===== src/rtl/nes_pkg.sv =====
// Shared NES definitions: OAM DMA register address and DMA controller states.
package nes_pkg;

  // CPU address whose write launches an OAM DMA transfer
  localparam logic [15:0] DMA_REG_ADDR_DEFAULT = 16'h4014;

  // OAM DMA controller states
  typedef enum logic [2:0] {
    IDLE  = 3'd0,
    HALT  = 3'd1,
    ALIGN = 3'd2,
    READ  = 3'd3,
    WRITE = 3'd4
  } dma_state_t;

endpackage


===== src/rtl/oam_dma_ctrl.sv =====
// OAM DMA controller: a CPU write to DMA_REG_ADDR suspends the CPU and copies
// 256 bytes from WRAM page {page,8'h00..8'hFF} into OAM, one read/write pair
// per two CPU cycles, with an extra alignment cycle on odd parity.
module oam_dma_ctrl
  import nes_pkg::*;
#(
  parameter logic [15:0] DMA_REG_ADDR = DMA_REG_ADDR_DEFAULT
) (
  input  logic        clk,
  input  logic        reset,
  input  logic        cpu_ce,
  input  logic [15:0] cpu_addr,
  input  logic [7:0]  cpu_data_out,
  input  logic        cpu_wr,
  input  logic [7:0]  wram_data_in,
  output logic        cpu_rdy,
  output logic        oam_dma,
  output logic        bus_sel,
  output logic [15:0] dma_addr,
  output logic [7:0]  oam_addr,
  output logic [7:0]  oam_data_in,
  output logic        oam_we
);

  dma_state_t r_state;
  logic [7:0] r_page;
  logic [7:0] r_cnt;
  logic [7:0] r_data;
  logic       r_parity;

  dma_state_t w_nextState;
  logic [7:0] w_nextPage;
  logic [7:0] w_nextCnt;
  logic [7:0] w_nextData;

  // Parity tracks even/odd CPU cycles regardless of what the FSM is doing
  always_ff @(posedge clk or posedge reset) begin
    if (reset) begin
      r_parity <= 1'b0;
    end else if (cpu_ce) begin
      r_parity <= ~r_parity;
    end
  end

  // FSM state, page, byte counter and read-to-write data holding register
  always_ff @(posedge clk or posedge reset) begin
    if (reset) begin
      r_state <= IDLE;
      r_page  <= 8'h00;
      r_cnt   <= 8'h00;
      r_data  <= 8'h00;
    end else begin
      r_state <= w_nextState;
      r_page  <= w_nextPage;
      r_cnt   <= w_nextCnt;
      r_data  <= w_nextData;
    end
  end

  // Next-state logic; nothing moves unless the CPU cycle enable is high
  always_comb begin
    w_nextState = r_state;
    w_nextPage  = r_page;
    w_nextCnt   = r_cnt;
    w_nextData  = r_data;
    if (cpu_ce) begin
      case (r_state)
        IDLE: begin
          if (cpu_wr && (cpu_addr == DMA_REG_ADDR)) begin
            w_nextPage  = cpu_data_out;
            w_nextCnt   = 8'h00;
            w_nextState = HALT;
          end
        end
        HALT: begin
          w_nextState = r_parity ? ALIGN : READ;
        end
        ALIGN: begin
          w_nextState = READ;
        end
        READ: begin
          w_nextData  = wram_data_in;
          w_nextState = WRITE;
        end
        WRITE: begin
          w_nextCnt   = r_cnt + 8'd1;
          w_nextState = (r_cnt == 8'hFF) ? IDLE : READ;
        end
        default: begin
          w_nextState = IDLE;
        end
      endcase
    end
  end

  // Moore outputs from the registered state; only the OAM strobe sees cpu_ce
  always_comb begin
    cpu_rdy     = (r_state == IDLE);
    oam_dma     = (r_state != IDLE);
    bus_sel     = (r_state == READ);
    dma_addr    = {r_page, r_cnt};
    oam_addr    = r_cnt;
    oam_data_in = r_data;
    oam_we      = (r_state == WRITE) && cpu_ce;
  end

endmodule


===== config.mk =====
export PLATFORM = sky130hd
export DESIGN_NAME = oam_dma_ctrl
export DESIGN_NICKNAME = d
export VERILOG_FILES = /design/src/rtl/nes_pkg.sv /design/src/rtl/oam_dma_ctrl.sv
export SDC_FILE = /design/constraint.sdc
export NUM_CORES = 1
export LEC_CHECK = 0
export BUFFER_PORTS_ARGS = -buffer_cell sky130_fd_sc_hd__buf_4
export CORE_UTILIZATION = 45
export CTS_CLUSTER_SIZE = 8
export DETAILED_ROUTE_END_ITERATION = 8
export GPL_TIMING_DRIVEN = 1
export PLACE_DENSITY_LB_ADDON = 0.15
export SYNTH_ARGS = -nofsm -noshare
export SYNTH_HDL_FRONTEND = slang
export SYNTH_SLANG_ARGS = --single-unit

===== constraint.sdc =====
create_clock -name clk -period 2.3 [get_ports clk]
set_input_delay 0.115 -clock clk [delete_from_list [all_inputs] [get_ports clk]]
set_output_delay 0.115 -clock clk [all_outputs]
set_load 0.005 [all_outputs]

==> results.cfg <==
[yosys]
synth_xor_area_share_pct = 0.6267
synth_compound_area_share_pct = 11.64
synthAdderAreaFrac_pct = 0.8953
synth-edff-count = 0
syn_inst = 125
yosys.area_share.simple_pct = 13.88
synth_top_family_by_area = simple AND/OR/NAND/NOR gates
syn-num-nets = 162
synth_top_flop_cell = dfrtp_1
synth.distinct_cells = 35
yosysWarnings = 0
seq_area_frac_synth_pct = 50.13
synth_area_um2 = 1398
syn_avg_cell_area_um2 = 11.18
ys_ff_latch = 28
synth_mux_area_share_pct = 13.61
synthArstFlopShare_pct = 100.0

[floorplan]
initial_utilization_pct = 48.99
io_pins = 72
chipHeight_um = 57.73
coreArea_um2 = 2853
num_rows = 19
die_x_um = 57.73
dieArea_um2 = 3333

[clock_network]
clkSlewWorstSetupHoldPaths_ns = 0.14
cts_max_path_buffers = 2
clock_latency_ns = 0.31
cts_resized = 0
cts_tree = done
postCtsSetupBuffers = 0
cts_root_buf = clkbuf_4
cts_sinks = 28
postCtsHoldBufs = 3
h-tree-depth = 1
numCtsBuffers = 3

[cells_and_area]
multi_input_area_um2 = 568.0
instances_no_fill = 226
layout.area.seq_um2 = 700.7
layout-drive-gt1-share_pct = 47.69
design_area_um2 = 1977
post-route-util_pct = 69.30
fillers = 228
nNetsFinal = 233
antenna_cells = 0
areaGrowthSynthToFinish_pct = 41.45

[setup_path]
ff2ff_path_depth = 3
cp.required_ns = 2.52
rrSetupSlack_ns = 0.31
cp.arrival_ns = 2.21
cpPeakStageDelay_ns = 0.58
critical_path.top_delay_family = simple AND/OR/NAND/NOR gates
cp.depth = 3
setup.worst_path.class = register to register
cpMaxStageDelayCell = nor4_4
path_buf_inv = 0
cp-start-kind = register
path_max_fanout = 9
crit_path_cell_trace = or3b_4, nor4_4, mux2_2
crit_path_end_kind = register

[sta]
fin_skew_ns = 0.002909
max_freq_ghz = 0.5018
setup_slack_ns = 0.3073
max_slew_margin_pct = 59.88
setup_viol = 0
period_share_pct = 86.64
period_needed_ns = 1.993
fin_hold_ws_ns = 0.01949
setup_tns_ns = 0
rsz0062_at_grt = no
hold_violations = 0
worst_pin_slew_ns = 0.5973
drv_slew = 0

[status]
violations = DRC
run_status = finished, violations left

[global_route]
grt_start_max_net_pins = 29
antenna_found_initial = 0
overflow = 0
grt_pass1_wl_um = 4636
gr-usage-met3_pct = 3.795
busiest_layer = met2
globalRouteTotalUtil_pct = 17.99
grt_pass1_vias = 1133
use_met2_pct = 30.73
met1_usage_pct = 22.40

[route]
ant_nets = 0
vias_per_cell = 5.341
first_pass_iters = 6
drt-initial-drc-count = 39
drcViolationCount = 7
wl_per_cell_um = 13.22
drt_wl_total_um = 2987
dr_total_vias = 1207

[job]
drv_cap = 0

[min_path]
hold_path_class = input pin to register
hold_depth = 2

[pwr]
power_density_nw_per_um2 = 996.1
p_leak_nw = 1.005
ir_worst_vdd_uv = 637.0
finalPower_mw = 1.969

[placement]
gp_routability_congestion = 0.8680
port-buffer-count = 71
dp.final_hpwl_um = 2297
place_area_um2 = 1901
dp.cells = 218
place_worst_setup_slack_ns = 0.2952
==> flip-flops by register name, indices dropped and copies added, names as in the netlist <==
name         count
oam_addr         8
oam_data_in      8
r_page           8
r_parity         1
r_state          3
==> placed cells by master, fill, tap and decap left out, types with 2 or more instances in the layout <==
| cell type | instances |
|---|---|
| o21ai_0 | 9 |
| buf_4 | 73 |
| dfrtp_1 | 28 |
| nand3_1 | 3 |
| clkbuf_4 | 3 |
| nor4b_1 | 3 |
| inv_1 | 11 |
| nand4_1 | 3 |
| nand2_1 | 8 |
| and3_1 | 2 |
| mux2_2 | 13 |
| mux2_1 | 3 |
| nor2_1 | 4 |
| o31ai_1 | 7 |
| dlygate4sd3_1 | 4 |
==> cells in the mapped netlist (all sizes together) (2+ instances only) <==
cell type	count	area share (%)
o31ai	7	3.8
buf	11	6.0
nor2	4	1.1
mux2	16	13
inv	12	3.2
dfrtp	28	50
nor4	2	2.0
nand2	8	2.1
o21ai	9	3.2
nand4	3	1.3
nand3	3	1.1
nor4b	3	1.9
and3	2	0.90
==> power by group <==
| group | internal, mW | switching (mW) | leakage, nW |
|---|---|---|---|
| combinational | 0.531 | 0.349 | 0.641 |
| sequential | 0.661 | 0.198 | 0.344 |
| clock | 0.0967 | 0.133 | 0.0210 |
| total | 1.29 | 0.680 | 1.01 |
==> routing by layer <==
layer / up-vias / part of all wire (%) / wire length, um
met5: - / 0 / 0
met4: 0 / 0.70 / 21
met3: 2 / 8.3 / 249
met2: 55 / 48 / 1428
met1: 569 / 43 / 1288
li1: 581 / - / -
==> area by class of cell <==
class,count,area share (%)
sequential,28,35.44
multi-input combinational,74,28.73
tap,31,1.962
clock buffer,4,1.835
timing repair buffer,77,29.75
inverter,12,2.278
==> worst register-to-register path, stage by stage (launching register included) <==
cell	delay [ns]
dfrtp_1	0.46
or3b_4	0.46
nor4_4	0.58
mux2_2	0.40
==> worst paths after layout <==
kind / start / end
max reg2reg: r_state[1]$_DFFE_PP0P_ / r_page[2]$_DFFE_PP0P_
min reg2reg: r_parity$_DFFE_PP0P_ / r_parity$_DFFE_PP0P_
min: wram_data_in[2] / oam_data_in[2]$_DFFE_PP0P_
max: r_state[1]$_DFFE_PP0P_ / r_page[2]$_DFFE_PP0P_
min in group asynchronous: reset / r_page[3]$_DFFE_PP0P_
max in group asynchronous: reset / r_parity$_DFFE_PP0P_
==> cell families (layout without fill, tap and decap cells) <==
kind of cell	after synthesis	count (layout)
muxes	17	17
and+or+nand+nor	31	31
buffers and inverters	23	93
adders and majority gates	1	1
xor gates and xnor gates	1	1
DFF	28	28
AOI/OAI and AO/OA	24	24
No activity file was read; power rests on OpenSTA's default activity.
